**src/rtl/mmio_periph_router_pkg.sv**
```systemverilog
// Shared peripheral definitions for the MMIO router and its address decoder:
// slave base addresses, register offsets, FSM state and slave-select encodings.
`timescale 1ns/1ps
package periph_pkg;

   // Peripheral windows, each 4 KiB wide
   localparam logic [31:0] SPI_BASE  = 32'h8000_0000;
   localparam logic [31:0] UART_BASE = 32'h8000_1000;

   // Page numbers compared against req_addr[31:12]
   localparam logic [19:0] SPI_PAGE  = SPI_BASE[31:12];
   localparam logic [19:0] UART_PAGE = UART_BASE[31:12];

   // SPI register byte offsets
   localparam logic [7:0] SPI_CTRL_OFS   = 8'h00;
   localparam logic [7:0] SPI_STATUS_OFS = 8'h04;
   localparam logic [7:0] SPI_TXDATA_OFS = 8'h08;
   localparam logic [7:0] SPI_RXDATA_OFS = 8'h0C;
   localparam logic [7:0] SPI_CLKDIV_OFS = 8'h10;
   localparam logic [7:0] SPI_CS_OFS     = 8'h14;

   // UART register byte offsets
   localparam logic [7:0] UART_TXDATA_OFS = 8'h00;
   localparam logic [7:0] UART_RXDATA_OFS = 8'h04;
   localparam logic [7:0] UART_STATUS_OFS = 8'h08;
   localparam logic [7:0] UART_CTRL_OFS   = 8'h0C;
   localparam logic [7:0] UART_BAUD_OFS   = 8'h10;
   localparam logic [7:0] UART_IRQEN_OFS  = 8'h14;

   typedef enum logic [1:0] {
      IDLE,
      BUSY,
      RESP
   } router_state_t;

   typedef enum logic [1:0] {
      SEL_SPI,
      SEL_UART,
      SEL_MISS
   } periph_sel_t;

   // Slaves only decode the low byte of the address within their window
   function automatic logic [7:0] page_offset(input logic [31:0] addr);
      return addr[7:0];
   endfunction

endpackage

```
**src/rtl/mmio_periph_router_if.sv**
```systemverilog
// Request/response handshake between the router (master) and one MMIO slave.
// The slave's interrupt line travels back on the same bundle.
`timescale 1ns/1ps
interface mmio_if #(
   parameter int ADDR_W = 13
);
   logic              mmio_valid;
   logic              mmio_ready;
   logic              mmio_we;
   logic [ADDR_W-1:0] mmio_addr;
   logic [31:0]       mmio_wdata;
   logic [3:0]        mmio_wstrb;
   logic [31:0]       mmio_rdata;
   logic              irq_o;

   modport master (
      output mmio_valid, mmio_we, mmio_addr, mmio_wdata, mmio_wstrb,
      input  mmio_ready, mmio_rdata, irq_o
   );

   modport slave (
      input  mmio_valid, mmio_we, mmio_addr, mmio_wdata, mmio_wstrb,
      output mmio_ready, mmio_rdata, irq_o
   );
endinterface

```
**src/rtl/mmio_periph_router_addr_decode.sv**
```systemverilog
// Combinational page decode of a 32-bit byte address into a peripheral select.
// Kept separate so other address-window logic can share the same decode.
`timescale 1ns/1ps
module mmio_addr_decode
   import periph_pkg::*;
(
   input  logic [31:0] req_addr,
   output periph_sel_t sel
);

   // Offset bits within the page play no part in selecting a slave
   logic unused_offset;
   assign unused_offset = ^req_addr[11:0];

   // Match the 4 KiB page number against each peripheral window
   always_comb begin
      sel = SEL_MISS;
      if (req_addr[31:12] == SPI_PAGE) begin
         sel = SEL_SPI;
      end else if (req_addr[31:12] == UART_PAGE) begin
         sel = SEL_UART;
      end
   end

endmodule

```
**src/rtl/mmio_periph_router.sv**
```systemverilog
// Single-outstanding MMIO router from the core load/store unit to the SPI and
// UART slaves. One request is latched, the decoded slave is driven until it
// answers, and a one-cycle response pulse is returned. Page misses answer
// immediately with an error. Slave interrupts are merged into irq_o.
// Optional feature macro MMIO_ROUTER_TIMEOUT_EN: abort a slave access that has
// not completed within TIMEOUT_CYCLES busy cycles and answer with an error.
`timescale 1ns/1ps
module mmio_periph_router
   import periph_pkg::*;
#(
   parameter int ADDR_W = 13
`ifdef MMIO_ROUTER_TIMEOUT_EN
   , parameter int TIMEOUT_CYCLES = 256
`endif
) (
   input  logic        clk,
   input  logic        rst,

   input  logic        req_valid,
   output logic        req_ready,
   input  logic        req_we,
   input  logic [31:0] req_addr,
   input  logic [31:0] req_wdata,
   input  logic [3:0]  req_wstrb,

   output logic        resp_valid,
   output logic [31:0] resp_rdata,
   output logic        resp_err,

   mmio_if.master      spi_m,
   mmio_if.master      uart_m,

   output logic        irq_o
);

`ifdef MMIO_ROUTER_TIMEOUT_EN
   localparam int TMO_W = $clog2(TIMEOUT_CYCLES);
   localparam logic [TMO_W-1:0] TMO_LAST = TMO_W'(TIMEOUT_CYCLES - 1);
`endif

   router_state_t     state_q, state_d;
   periph_sel_t       sel_q, sel_d;
   periph_sel_t       dec_sel;
   logic              we_q, we_d;
   logic [ADDR_W-1:0] addr_q, addr_d;
   logic [31:0]       wdata_q, wdata_d;
   logic [3:0]        wstrb_q, wstrb_d;
   logic              spi_valid_q, spi_valid_d;
   logic              uart_valid_q, uart_valid_d;
   logic              req_ready_q, req_ready_d;
   logic              resp_valid_q, resp_valid_d;
   logic [31:0]       resp_rdata_q, resp_rdata_d;
   logic              resp_err_q, resp_err_d;
   logic              irq_q, irq_d;
`ifdef MMIO_ROUTER_TIMEOUT_EN
   logic [TMO_W-1:0]  tmo_cnt_q, tmo_cnt_d;
`endif

   logic              slave_ready;
   logic [31:0]       slave_rdata;

   mmio_addr_decode u_decode (
      .req_addr (req_addr),
      .sel      (dec_sel)
   );

   // A ready only counts on the port we are actually driving; the idle port's
   // ready is masked by its valid being low
   assign slave_ready = (spi_valid_q && spi_m.mmio_ready) ||
                        (uart_valid_q && uart_m.mmio_ready);
   assign slave_rdata = (sel_q == SEL_UART) ? uart_m.mmio_rdata : spi_m.mmio_rdata;

   // Next-state logic for the transaction FSM and all registered outputs
   always_comb begin
      state_d      = state_q;
      sel_d        = sel_q;
      we_d         = we_q;
      addr_d       = addr_q;
      wdata_d      = wdata_q;
      wstrb_d      = wstrb_q;
      spi_valid_d  = spi_valid_q;
      uart_valid_d = uart_valid_q;
      req_ready_d  = req_ready_q;
      resp_valid_d = 1'b0;
      resp_rdata_d = resp_rdata_q;
      resp_err_d   = resp_err_q;
      irq_d        = spi_m.irq_o | uart_m.irq_o;
`ifdef MMIO_ROUTER_TIMEOUT_EN
      tmo_cnt_d    = tmo_cnt_q;
`endif

      unique case (state_q)
         IDLE: begin
            req_ready_d = 1'b1;
            if (req_ready_q && req_valid) begin
               req_ready_d = 1'b0;
               sel_d       = dec_sel;
               we_d        = req_we;
               addr_d      = ADDR_W'(page_offset(req_addr));
               wdata_d     = req_wdata;
               wstrb_d     = req_wstrb;
               if (dec_sel == SEL_MISS) begin
                  state_d      = RESP;
                  resp_valid_d = 1'b1;
                  resp_err_d   = 1'b1;
                  resp_rdata_d = 32'h0;
               end else begin
                  state_d      = BUSY;
                  spi_valid_d  = (dec_sel == SEL_SPI);
                  uart_valid_d = (dec_sel == SEL_UART);
`ifdef MMIO_ROUTER_TIMEOUT_EN
                  tmo_cnt_d    = '0;
`endif
               end
            end
         end

         BUSY: begin
            if (slave_ready) begin
               spi_valid_d  = 1'b0;
               uart_valid_d = 1'b0;
               state_d      = RESP;
               resp_valid_d = 1'b1;
               resp_err_d   = 1'b0;
               resp_rdata_d = we_q ? 32'h0 : slave_rdata;
            end
`ifdef MMIO_ROUTER_TIMEOUT_EN
            else if (tmo_cnt_q == TMO_LAST) begin
               spi_valid_d  = 1'b0;
               uart_valid_d = 1'b0;
               state_d      = RESP;
               resp_valid_d = 1'b1;
               resp_err_d   = 1'b1;
               resp_rdata_d = 32'h0;
            end else begin
               tmo_cnt_d = tmo_cnt_q + 1'b1;
            end
`endif
         end

         RESP: begin
            state_d     = IDLE;
            req_ready_d = 1'b1;
         end

         default: begin
            state_d      = IDLE;
            spi_valid_d  = 1'b0;
            uart_valid_d = 1'b0;
            req_ready_d  = 1'b0;
         end
      endcase
   end

   // State and output registers; reset drops any in-flight access silently
   always_ff @(posedge clk) begin
      if (rst) begin
         state_q      <= IDLE;
         sel_q        <= SEL_MISS;
         we_q         <= 1'b0;
         addr_q       <= '0;
         wdata_q      <= 32'h0;
         wstrb_q      <= 4'h0;
         spi_valid_q  <= 1'b0;
         uart_valid_q <= 1'b0;
         req_ready_q  <= 1'b0;
         resp_valid_q <= 1'b0;
         resp_rdata_q <= 32'h0;
         resp_err_q   <= 1'b0;
         irq_q        <= 1'b0;
`ifdef MMIO_ROUTER_TIMEOUT_EN
         tmo_cnt_q    <= '0;
`endif
      end else begin
         state_q      <= state_d;
         sel_q        <= sel_d;
         we_q         <= we_d;
         addr_q       <= addr_d;
         wdata_q      <= wdata_d;
         wstrb_q      <= wstrb_d;
         spi_valid_q  <= spi_valid_d;
         uart_valid_q <= uart_valid_d;
         req_ready_q  <= req_ready_d;
         resp_valid_q <= resp_valid_d;
         resp_rdata_q <= resp_rdata_d;
         resp_err_q   <= resp_err_d;
         irq_q        <= irq_d;
`ifdef MMIO_ROUTER_TIMEOUT_EN
         tmo_cnt_q    <= tmo_cnt_d;
`endif
      end
   end

   assign req_ready  = req_ready_q;
   assign resp_valid = resp_valid_q;
   assign resp_rdata = resp_rdata_q;
   assign resp_err   = resp_err_q;
   assign irq_o      = irq_q;

   assign spi_m.mmio_valid  = spi_valid_q;
   assign spi_m.mmio_we     = we_q;
   assign spi_m.mmio_addr   = addr_q;
   assign spi_m.mmio_wdata  = wdata_q;
   assign spi_m.mmio_wstrb  = wstrb_q;

   assign uart_m.mmio_valid = uart_valid_q;
   assign uart_m.mmio_we    = we_q;
   assign uart_m.mmio_addr  = addr_q;
   assign uart_m.mmio_wdata = wdata_q;
   assign uart_m.mmio_wstrb = wstrb_q;

endmodule

```
**src/flat_wrapper.sv**
```systemverilog
// flat-port wrapper written by rule: the top's interface ports become plain ports
module mmio_periph_router_flat import periph_pkg::*;
#(
   parameter int ADDR_W = 13

)
  (clk, rst, req_valid, req_ready, req_we, req_addr, req_wdata, req_wstrb, resp_valid, resp_rdata, resp_err, irq_o, spi_m_mmio_valid, spi_m_mmio_we, spi_m_mmio_addr, spi_m_mmio_wdata, spi_m_mmio_wstrb, spi_m_mmio_ready, spi_m_mmio_rdata, spi_m_irq_o, uart_m_mmio_valid, uart_m_mmio_we, uart_m_mmio_addr, uart_m_mmio_wdata, uart_m_mmio_wstrb, uart_m_mmio_ready, uart_m_mmio_rdata, uart_m_irq_o);
  mmio_if #(.ADDR_W(ADDR_W)) spi_m_i ();
  mmio_if #(.ADDR_W(ADDR_W)) uart_m_i ();
  input  logic clk;
  input  logic rst;
  input  logic req_valid;
  output logic req_ready;
  input  logic req_we;
  input  logic [31:0] req_addr;
  input  logic [31:0] req_wdata;
  input  logic [3:0] req_wstrb;
  output logic resp_valid;
  output logic [31:0] resp_rdata;
  output logic resp_err;
  output logic irq_o;
  output wire logic [$bits(spi_m_i.mmio_valid)-1:0] spi_m_mmio_valid;
  output wire logic [$bits(spi_m_i.mmio_we)-1:0] spi_m_mmio_we;
  output wire logic [$bits(spi_m_i.mmio_addr)-1:0] spi_m_mmio_addr;
  output wire logic [$bits(spi_m_i.mmio_wdata)-1:0] spi_m_mmio_wdata;
  output wire logic [$bits(spi_m_i.mmio_wstrb)-1:0] spi_m_mmio_wstrb;
  input wire logic [$bits(spi_m_i.mmio_ready)-1:0] spi_m_mmio_ready;
  input wire logic [$bits(spi_m_i.mmio_rdata)-1:0] spi_m_mmio_rdata;
  input wire logic [$bits(spi_m_i.irq_o)-1:0] spi_m_irq_o;
  output wire logic [$bits(uart_m_i.mmio_valid)-1:0] uart_m_mmio_valid;
  output wire logic [$bits(uart_m_i.mmio_we)-1:0] uart_m_mmio_we;
  output wire logic [$bits(uart_m_i.mmio_addr)-1:0] uart_m_mmio_addr;
  output wire logic [$bits(uart_m_i.mmio_wdata)-1:0] uart_m_mmio_wdata;
  output wire logic [$bits(uart_m_i.mmio_wstrb)-1:0] uart_m_mmio_wstrb;
  input wire logic [$bits(uart_m_i.mmio_ready)-1:0] uart_m_mmio_ready;
  input wire logic [$bits(uart_m_i.mmio_rdata)-1:0] uart_m_mmio_rdata;
  input wire logic [$bits(uart_m_i.irq_o)-1:0] uart_m_irq_o;
  assign spi_m_mmio_valid = spi_m_i.mmio_valid;
  assign spi_m_mmio_we = spi_m_i.mmio_we;
  assign spi_m_mmio_addr = spi_m_i.mmio_addr;
  assign spi_m_mmio_wdata = spi_m_i.mmio_wdata;
  assign spi_m_mmio_wstrb = spi_m_i.mmio_wstrb;
  assign spi_m_i.mmio_ready = spi_m_mmio_ready;
  assign spi_m_i.mmio_rdata = spi_m_mmio_rdata;
  assign spi_m_i.irq_o = spi_m_irq_o;
  assign uart_m_mmio_valid = uart_m_i.mmio_valid;
  assign uart_m_mmio_we = uart_m_i.mmio_we;
  assign uart_m_mmio_addr = uart_m_i.mmio_addr;
  assign uart_m_mmio_wdata = uart_m_i.mmio_wdata;
  assign uart_m_mmio_wstrb = uart_m_i.mmio_wstrb;
  assign uart_m_i.mmio_ready = uart_m_mmio_ready;
  assign uart_m_i.mmio_rdata = uart_m_mmio_rdata;
  assign uart_m_i.irq_o = uart_m_irq_o;
  mmio_periph_router #(.ADDR_W(ADDR_W)) u_core (.clk(clk), .rst(rst), .req_valid(req_valid), .req_ready(req_ready), .req_we(req_we), .req_addr(req_addr), .req_wdata(req_wdata), .req_wstrb(req_wstrb), .resp_valid(resp_valid), .resp_rdata(resp_rdata), .resp_err(resp_err), .spi_m(spi_m_i), .uart_m(uart_m_i), .irq_o(irq_o));
endmodule
```
**config.mk**
```make
export PLATFORM = sky130hd
export DESIGN_NAME = mmio_periph_router_flat
export DESIGN_NICKNAME = d
export VERILOG_FILES = /design/src/rtl/mmio_periph_router_pkg.sv /design/src/rtl/mmio_periph_router_if.sv /design/src/rtl/mmio_periph_router_addr_decode.sv /design/src/rtl/mmio_periph_router.sv /design/src/flat_wrapper.sv
export SDC_FILE = /design/constraint.sdc
export NUM_CORES = 1
export LEC_CHECK = 0
export CELL_PAD_IN_SITES_DETAIL_PLACEMENT = 0
export CELL_PAD_IN_SITES_GLOBAL_PLACEMENT = 1
export CORE_ASPECT_RATIO = 0.6
export CORE_UTILIZATION = 25
export CTS_BUF_LIST = sky130_fd_sc_hd__clkbuf_16
export CTS_CLUSTER_DIAMETER = 150
export DETAILED_ROUTE_END_ITERATION = 8
export GPL_ROUTABILITY_DRIVEN = 0
export PLACE_DENSITY_LB_ADDON = 0.1
export SLEW_MARGIN = 30
export SYNTH_ARGS = -nofsm -noshare
export SYNTH_HDL_FRONTEND = slang
export SYNTH_HIERARCHICAL = 1
export SYNTH_SLANG_ARGS = --single-unit
```
**constraint.sdc**
```tcl
create_clock -name clk -period 3.3 [get_ports clk]
set_clock_uncertainty 0.15 [all_clocks]
set_input_delay 0.66 -clock clk [delete_from_list [all_inputs] [get_ports clk]]
set_output_delay 0.66 -clock clk [all_outputs]
set_load 0.02 [all_outputs]
```
==> results of run 1 <==
-- sequential cells by signal, summed over array words and instances (netlist names), 2 cells and up --
signal and count:
u_core/resp_rdata 32, u_core/spi_m.mmio_wdata 32, u_core/spi_m.mmio_addr 8, u_core/spi_m.mmio_wstrb 4, u_core/sel_q 2, u_core/state_q 2
-- metrics by stage --
step           area [um^2]  std cells  hold slack [ps]  util (%)
6_report              7146        925            316.9     42.99
5_1_grt               7146        925            341.8     42.99
4_1_cts               7142        925            316.2     42.97
3_5_place_dp          6822        909            306.4     41.04
3_3_place_gp          6822        909            293.2     41.04
2_1_floorplan         4389        509            281.8         -
-- worst max-delay path, delay by kind of cell --
family	cells	cell delay [ps]
buf+inv	2	650
simple gates	4	1280
compound gates	2	290
-- where the power goes --
group          internal (mW)  switching, mW
Sequential              1.08         0.0249
Combinational          0.262          0.207
Clock                  0.667          0.439
Total                   2.01          0.671
-- worst max-delay path by stage --
stage                                         end    startpoint  slack (ps)  depth (start not counted)
2_1_floorplan  u_core/resp_rdata[20]$_SDFFE_PP0P_  req_addr[18]         580                          8
3_3_place_gp   u_core/resp_rdata[25]$_SDFFE_PP0P_  req_addr[18]         110                          8
3_5_place_dp   u_core/resp_rdata[25]$_SDFFE_PP0P_  req_addr[18]          90                          8
4_1_cts        u_core/resp_rdata[29]$_SDFFE_PP0P_  req_addr[18]         450                          8
5_1_grt        u_core/resp_rdata[29]$_SDFFE_PP0P_  req_addr[18]         300                          8
6_report       u_core/resp_rdata[29]$_SDFFE_PP0P_  req_addr[18]         450                          8
-- area by class of cell --
cell class                      instances  share of cell area, %
Sequential cell                        87                  24.37
Timing Repair Buffer                  273                  38.40
Tap cell                              228                  3.992
Inverter                                1                0.05253
Clock inverter                          7                  1.331
Multi-Input combinational cell        320                  28.70
Clock buffer                            9                  3.152
-- cell families (layout without fill, tap and decap cells) --
logic type             after synthesis  count (layout)  share of synthesized area [%]
buffers and inverters              102             290                          14.51
AND/OR/NAND/NOR                    160             160                          17.78
other                                1              10                        0.08610
AO/OA/AOI/OAI                      118             118                          20.28
multiplexers                        32              32                          7.354
flip-flops                          87              87                          39.99
-- cells in the final DEF, fill, tap and decap left out, types with 2 or more instances in the layout --
cell type	n
nand2b_1	3
buf_12	3
o31ai_1	19
o31ai_2	13
mux2i_1	32
a21oi_1	47
inv_6	2
o221ai_1	32
nor2_1	4
conb_1	10
clkdlybuf4s50_1	262
inv_1	2
bufinv_16	2
nand3_1	5
nor3_1	3
nand3b_1	3
or4_1	2
o211ai_1	2
clkbuf_16	9
buf_4	6
nand2_1	96
nor2b_1	35
dfxtp_1	87
-- per-layer routing --
layer / part of all wire [%] / wire (um) / vias up / track usage (%)
met3: 7.8 / 1096 / 11 / 5.023
met1: 44 / 6128 / 1966 / 18.65
met2: 48 / 6736 / 152 / 26.56
met5: 0 / 0 / - / 0
li1: - / - / 2069 / -
met4: 0.77 / 108 / 0 / 3.477
==> key figures, run 1 <==
Drt
  – TritonRoute pass-1 iters: 6
  – 1st-iter DRT viols: ~160
  – DRC errors left: 0
  – Routed WL per cell: between 15 and 20 um
  – Routed vias: 4198
  – Final WL: ~14000 um
  – Routed Antenna Nets: 0
  – Vias per cell: roughly 4.5

Layout
  – Register Area: 1742 um^2
  – # fillers: about 1600
  – Area Growth Syn to Fin: 64.06%
  – Antenna cells: 0
  – Layout cells sized above 1: around 6.6%
  – Final #Nets: between 800 and 900
  – Area of the multi-input gates: between 2000 and 2500 um^2

STA
  – Slew margin rel.: ~54%
  – Period utilization: slightly below 90%
  – Final setup margin: ~450 ps
  – Final setup viols: 0
  – Total negative setup slack: 0 ps
  – Slew @ Worst Pin: around 690 ps
  – Slew Limit Fails: 0
  – Final Hold Fails: 0
  – FMAX: 0.3505 GHz
  – RSZ-0062 raised after global routing: no
  – Post-layout min period: about 2900 ps

Floorplan
  – Die width: approximately 170 um
  – Chip Height: about 100 um
  – Site row count: 36
  – Ports: around 280
  – Die area: ~18000 um^2
  – Area of the core: approximately 17000 um^2
  – Starting Density: around a quarter

Clock network
  – Clock Latency Late Sink: 330 ps
  – Cts repair resizes: 0
  – Root Driver: clkbuf_16
  – Max clock buf depth: 2
  – CTS Sinks: 87
  – Clock transition at path regs: approximately 60 ps
  – Cts bufs inserted: 9
  – CTS tree: built
  – Cts hold-fix bufs: 0
  – Number of H-tree levels: 3
  – Post-CTS setup buffer count: 0

Logic synthesis
  – Synthesized instance count: 500
  – Syn Std Cell Area: between 4000 and 5000 um^2
  – FFs w/ async S/R, synth: 0%
  – Synth area leaders: dfxtp_1, buf_4, nand2_1
  – Post-synth top flop: dfxtp_1
  – Post-synth top area share: about two fifths
  – Sequential area share after synthesis: roughly 40%
  – YS warnings: 6
  – Post-synth EDFFs: 0
  – Netlist cell types: 35
  – Post-synth top cells: nand2_1, dfxtp_1, buf_4
  – Top-count cell post-synth: nand2_1
  – Syn Area/Cell: between 8 and 9 um^2
  – Yosys reg bits: slightly below 90
  – Cell taking the most area after synthesis: dfxtp_1

Pwr
  – PD cells: 374.9 nW/um^2
  – Max VDD drop: 0.2289 mV
  – Pleak: ~2.4 nW
  – Overall power: ~2.7 mW

GRT
  – GRT Overall Usage: 15.50%
  – Total gr overflow: 0
  – Vias in the first global route: 4094
  – First-pass GRT wire length: about 22000 um
  – Antenna violations before repair: 0
  – Largest net degree at the start of global routing: 89

Setup path
  – RR Endpoint: u_core/resp_rdata[29]$_SDFFE_PP0P_
  – Crit-path cells: clkdlybuf4s50_1, or4_4, nor4_2, and3_1, nor2b_1, a2bb2oi_4, buf_12, o31ai_1
  – CP startpoint kind: input pin
  – CP Class: in -> reg
  – Worst r2r src: u_core/state_q[1]$_SDFFE_PP0P_
  – Flop-to-flop setup slack: about 1200 ps
  – WP data required: between 3000 and 4000 ps
  – Crit end category: register
  – Critical-path top delay cell: or4_4
  – CP Data Arrival Time: between 2000 and 3000 ps
  – Maximum fanout along the worst path: 34
  – R2R depth: 4
  – CP max stage delay: 540 ps

Worst hold path
  – Worst hold path class: reg -> reg
  – Worst Hold End: u_core/sel_q[0]$_SDFFE_PP0P_
  – Hold Path Depth: 2
  – HP Start: u_core/sel_q[0]$_SDFFE_PP0P_

Status
  – Status: finished, final reports clean

Placed design
  – Port bufs: ~260
  – Dpl hpwl: about 9800 um
  – Post-Place Worst Slack: 93.98 ps

Run
  – Max-cap violations: 0
No activity file was read; power rests on OpenSTA's default activity.
==> inputs of run 2 (changes only) <==
SETUP_SLACK_MARGIN = 0.5   (was unset)
==> run 2 against run 1 <==
Effect of this change:
- clock-buffer cell count unchanged
- maximum frequency is 4.1% higher
- die area unchanged
- sequential power is essentially flat
- via count is 1.9% higher
- register-to-register slack about the same
- first-iteration DRC count rose by 8.5%
- total power is 0.89% higher
- wire length is 5.9% higher
- final cell count is 0.97% higher
- core utilization increased by 1.2 points
- largest cell class unchanged
==> key figures, run 2 (synthesis gave the netlist of run 1 again) <==
Status
  – Status: finished, final reports clean

Clock network
  – Cts bufs inserted: 9
  – Number of H-tree levels: 3
  – Clock Latency Late Sink: ~330 ps
  – Clock transition at path regs: about 60 ps
  – Max clock buf depth: 2
  – Root Driver: clkbuf_16
  – CTS Sinks: 87
  – Cts hold-fix bufs: 0
  – CTS tree: built

Layout
  – Post-Layout Cell Count: 934
  – Most common cell after layout, fill and taps aside: clkdlybuf4s50_1
  – Layout cells sized above 1: a little under 9%
  – Most frequent cells in the layout: clkdlybuf4s50_1, nand2_1, dfxtp_1
  – Antenna cells: 0
  – Area Growth Syn to Fin: 68.54%
  – Final #Nets: approximately 840

Setup path
  – WP data required: ~3400 ps
  – Maximum fanout along the worst path: 8
  – Critical-path top delay cell: or4b_4
  – CP Data Arrival Time: roughly 2800 ps
  – Crit end category: register
  – CP startpoint kind: input pin
  – Crit path buffers/inverters: 3
  – CP Class: in -> reg
  – Crit-path cells: clkdlybuf4s50_1, or4b_4, nor4_4, and3_4, nor2b_4, a2bb2oi_4, buf_12, clkbuf_16, o31ai_1
  – CP max stage delay: 470 ps
  – CP delay by family, top: simple AND/OR/NAND/NOR gates

GRT
  – GRT Overall Usage: 15.50%
  – Met1 Use GR: a little under a fifth
  – Largest net degree at the start of global routing: 89
  – Met2 Use GR: between 20% and 30%
  – Total gr overflow: 0
  – Met3 usage: 5.023%
  – First-pass GRT wire length: ~22000 um
  – Vias in the first global route: about 4000
  – Antenna violations before repair: 0
  – GR peak layer: met2

STA
  – Slew Limit Fails: 0
  – Slew margin rel.: 53.74%
  – FMAX: 0.3648 GHz
  – Period utilization: approximately 83%
  – Slew @ Worst Pin: slightly below 700 ps
  – Total negative setup slack: 0 ps
  – Final Hold Fails: 0
  – RSZ-0062 raised after global routing: no
  – Final setup viols: 0
  – Post-layout min period: approximately 2700 ps

Pwr
  – Int Pwr: ~2 mW
  – PD cells: between 300 and 400 nW/um^2
  – Clock power share: 41.0%
  – Pleak: approximately 2.5 nW
  – Combinational group share of total power: 18.1%
  – P_sw: a little under 700 uW
  – Overall power: between 2 and 3 mW
  – Switching Fraction: approximately 25%
  – Max VDD drop: 0.2290 mV
  – Sequential share of power: about 41%

Worst hold path
  – Worst hold path class: reg -> reg

Floorplan
  – Starting Density: a little over a quarter
  – Chip Height: 104.2 um
  – Die width: between 150 and 200 um
  – Ports: roughly 280
  – Die area: ~18000 um^2
  – Area of the core: between 15000 and 20000 um^2
  – Site row count: 36

Drt
  – 1st-iter DRT viols: roughly 180
  – TritonRoute pass-1 iters: 4
  – Final WL: around 15000 um
  – Vias per cell: 4.581
  – Routed vias: between 4000 and 5000
  – Routed Antenna Nets: 0
  – DRC errors left: 0
  – Routed WL per cell: roughly 16 um

Placed design
  – Placed insts: roughly 900
  – Dpl hpwl: between 9000 and 10000 um
  – Port bufs: 263

Run
  – Max-cap violations: 0
[run 2: cell count changes in the layout (fill, tap and decap cells not counted), sizes merged]
cell and delta:
dlymetal6s2s +3, buf +6, clkbuf +3, clkdlybuf4s50 -3
[run 2: routing by layer]
layer | share of wire, % | wire [um]
met1 | 44 | 6536
met2 | 47 | 6983
met3 | 8.5 | 1268
met4 | 0.72 | 108
met5 | 0 | 0
[run 2: worst paths after layout]
kind,startpoint,to,slack [ps],cells after the start
setup / recovery,req_addr[31],u_core/resp_rdata[30]$_SDFFE_PP0P_,560,9
hold / removal,u_core/sel_q[0]$_SDFFE_PP0P_,u_core/sel_q[0]$_SDFFE_PP0P_,320,2
hold reg to reg,u_core/sel_q[0]$_SDFFE_PP0P_,u_core/sel_q[0]$_SDFFE_PP0P_,320,2
setup reg to reg,u_core/state_q[1]$_SDFFE_PP0P_,u_core/resp_rdata[29]$_SDFFE_PP0P_,1200,4
[run 2: repair_timing]
action                                  4_1_cts  5_1_grt
pin swaps                                     0        4
resized for setup                             1       14
cloned                                        0        5
endpoints found under the setup margin       34       34
buffers inserted                              0        4
[run 2: through the flow]
step           worst slack [ps]  cell area [um^2]  hold slack, ps  utilization [%]
6_report                  558.6              7341           315.0            44.17
5_1_grt                   471.9              7341           341.8            44.17
4_1_cts                   494.4              7143           316.2            42.98
3_5_place_dp              93.98              6822           306.4            41.04
3_3_place_gp              106.9              6822           293.2            41.04
2_1_floorplan             581.3              4389           281.8                -
[run 2: cell type report]
cell class | instances | area [um^2]
Inverter | 1 | 3.754
Multi-Input combinational cell | 320 | 2095
Tap cell | 228 | 285.3
Clock inverter | 7 | 95.09
Fill cell | 1559 | 9280
Sequential cell | 87 | 1742
Clock buffer | 9 | 225.2
Timing Repair Buffer | 282 | 2895
[run 2: worst min-delay path, cell delays in order, from the launching register on]
cell     delay [ps]
dfxtp_1         310
nand2_1          60
a21oi_1          50
[run 2: power groups by stage]
| stage | clock network, mW | registers [mW] | logic (mW) |
|---|---|---|---|
| floorplan | 0 | 1.16 | 0.182 |
| global placement | 0 | 1.13 | 0.471 |
| detailed placement | 0 | 1.13 | 0.473 |
| CTS | 1.15 | 1.11 | 0.474 |
| global route | 1.19 | 1.11 | 0.523 |
| finish | 1.11 | 1.10 | 0.490 |
==> inputs of run 3 (changes only) <==
CORE_UTILIZATION = 23   (was 25)
clock period = 2.35 ns   (was 3.3 ns; I/O delays follow)
==> run 3 against run 2 <==
Effect of this change:
- the flow now finishes with violations (DRC)
- clock-buffer cell count unchanged
- global-route usage up 0.24 points
- setup slack worse by 540 ps
- non-clock buffer count up 18
- sequential cell count unchanged
- sequential power up 41%
- core utilization down 2.8 points
- clock power up 18%
- final area up 3.1%
- wire length up 3.4%
- sequential share of layout area down 0.71 points
- die area up 8.6%
- largest cell class unchanged
==> key figures, run 3 (synthesis gave the netlist of run 1 again) <==
Status
  – Status: complete, but fails checks
  – Failing checks: DRC

Clock network
  – Cts hold-fix bufs: 0
  – Clock Latency Late Sink: 330 ps
  – CTS tree: built
  – CTS Sinks: a little under 90
  – Clock transition at path regs: 60 ps
  – Number of H-tree levels: 3
  – Root Driver: clkbuf_16
  – Cts bufs inserted: 9
  – Max clock buf depth: 2

Drt
  – Vias per cell: between 4 and 5
  – TritonRoute pass-1 iters: 6
  – 1st-iter DRT viols: 182
  – Routed Antenna Nets: 0
  – Final WL: 15410 um
  – Routed vias: ~4400
  – Routed WL per cell: about 16 um
  – DRC errors left: 14

Placed design
  – Post-Place Worst Slack: -494.9 ps
  – Dpl hpwl: about 10000 um
  – Port bufs: 263
  – Area after DPL: between 6000 and 7000 um^2
  – Placed insts: approximately 930

Setup path
  – Worst r2r src: u_core/state_q[1]$_SDFFE_PP0P_
  – CP delay by family, top: simple AND/OR/NAND/NOR gates
  – CP startpoint kind: input pin
  – Flop-to-flop setup slack: 410 ps
  – Crit end category: register
  – Cell mode on critical path: buf_6
  – RR Endpoint: u_core/resp_rdata[10]$_SDFFE_PP0P_
  – R2R depth: 8
  – Critical Path Stages: 11
  – Crit path buffers/inverters: 5
  – CP max stage delay: 530 ps
  – CP Class: in -> reg
  – CP Data Arrival Time: between 2000 and 2500 ps
  – Crit-path cells: buf_6, or4_4, nor4_4, and3_4, nor2b_4, a2bb2oi_4, buf_6, buf_6, buf_12, buf_16, o31ai_2
  – Maximum fanout along the worst path: 6
  – WP data required: roughly 2400 ps
  – Critical-path top delay cell: or4_4

Floorplan
  – Die area: between 15000 and 20000 um^2
  – Chip Height: 108.6 um
  – Ports: approximately 280
  – Site row count: 38
  – Die width: approximately 180 um
  – Area of the core: 18310 um^2
  – Starting Density: a little under a quarter

Layout
  – Area of the multi-input gates: 2277 um^2
  – Antenna cells: 0
  – Layout cells sized above 1: approximately 16%
  – Most frequent cells in the layout: dlygate4sd2_1, clkdlybuf4s50_1, nand2_1
  – Final core occ: between 40% and 50%
  – # fillers: around 1800
  – Area Growth Syn to Fin: 73.77%
  – Most common cell after layout, fill and taps aside: dlygate4sd2_1
  – Final #Nets: ~860
  – Post-route cell area: between 7000 and 8000 um^2
  – Post-Layout Cell Count: about 960
  – Register Area: 1742 um^2

GRT
  – Total gr overflow: 0
  – Largest net degree at the start of global routing: 89
  – First-pass GRT wire length: between 20000 and 25000 um
  – GRT Overall Usage: between 10% and 20%
  – Vias in the first global route: approximately 4200
  – Antenna violations before repair: 0

Pwr
  – Overall power: approximately 3.5 mW
  – Max VDD drop: a little over 0.3 mV
  – PD cells: about 470 nW/um^2
  – Pleak: 3.184 nW

STA
  – RSZ-0062 raised after global routing: yes
  – Post-layout min period: 2334 ps
  – Final setup margin: 15.84 ps
  – Period utilization: a little under 100%
  – Slew @ Worst Pin: 553.3 ps
  – Final Hold Fails: 0
  – Total negative setup slack: 0 ps
  – FMAX: ~0.43 GHz
  – Final setup viols: 0
  – Slew Limit Fails: 0
  – Slew margin rel.: 63.11%
  – WHS: approximately 310 ps

Worst hold path
  – Worst hold path class: reg -> reg
  – HP Start: u_core/spi_m.mmio_wstrb[0]$_SDFFE_PP0P_
  – Worst Hold End: u_core/spi_m.mmio_wstrb[0]$_SDFFE_PP0P_
  – Hold Path Depth: 2

Run
  – Max-cap violations: 0
[run 3: cell types whose count changed in the layout (fill, tap and decap cells not counted), moves of 3 or more]
cell | before | now
buf_12 | 4 | 9
buf_6 | 2 | 8
buf_4 | 9 | 16
dlygate4sd2_1 | 0 | 132
o221ai_2 | 0 | 21
clkbuf_2 | 0 | 3
clkbuf_16 | 12 | 9
clkdlybuf4s50_1 | 259 | 118
buf_16 | 0 | 6
o221ai_1 | 32 | 11
clkdlybuf4s15_1 | 0 | 4
clkinvlp_4 | 0 | 3
dlymetal6s2s_1 | 3 | 0
[run 3: worst max path at each step]
| stage | start | to | slack (ps) |
|---|---|---|---|
| 6_report | req_addr[21] | u_core/resp_rdata[10]$_SDFFE_PP0P_ | 20 |
| 3_5_place_dp | req_addr[18] | u_core/resp_rdata[7]$_SDFFE_PP0P_ | -490 |
| 3_3_place_gp | req_addr[18] | u_core/resp_rdata[13]$_SDFFE_PP0P_ | -470 |
| 5_1_grt | req_addr[21] | u_core/resp_rdata[10]$_SDFFE_PP0P_ | -40 |
| 4_1_cts | req_addr[15] | u_core/resp_rdata[10]$_SDFFE_PP0P_ | 30 |
| 2_1_floorplan | req_addr[18] | u_core/resp_rdata[20]$_SDFFE_PP0P_ | 3 |
[run 3: report_power, final]
part           internal [mW]  switching, mW
Sequential              1.52         0.0320
Clock                  0.708          0.605
Combinational          0.352          0.317
Total                   2.58          0.955
[run 3: timing repair]
action                     CTS  global route
buffers inserted            10             1
gates cloned                 6             0
pin swaps                   14            14
resized for setup          187            30
setup endpoints to repair  168            40
[run 3: worst reg2reg max path: cells and delay by family (launching register included)]
family	cells	cell delay [ps]
buf+inv	5	720
simple gates	1	220
compound gates	2	380
flops	1	380
[run 3: layer usage]
layer	vias up	GRT usage (%)	wire (um)
li1	2133	-	-
met1	2050	21.53	7253
met2	163	24.11	6882
met3	4	5.187	1212
met4	0	2.956	60
met5	-	0	0
[run 3: area by class of cell]
type	instances	area share (%)
Clock buffer	9	2.976
Clock inverter	7	0.5621
Inverter	1	0.04959
Multi-Input combinational cell	320	30.09
Sequential cell	87	23.01
Tap cell	240	3.968
Timing Repair Buffer	300	39.35
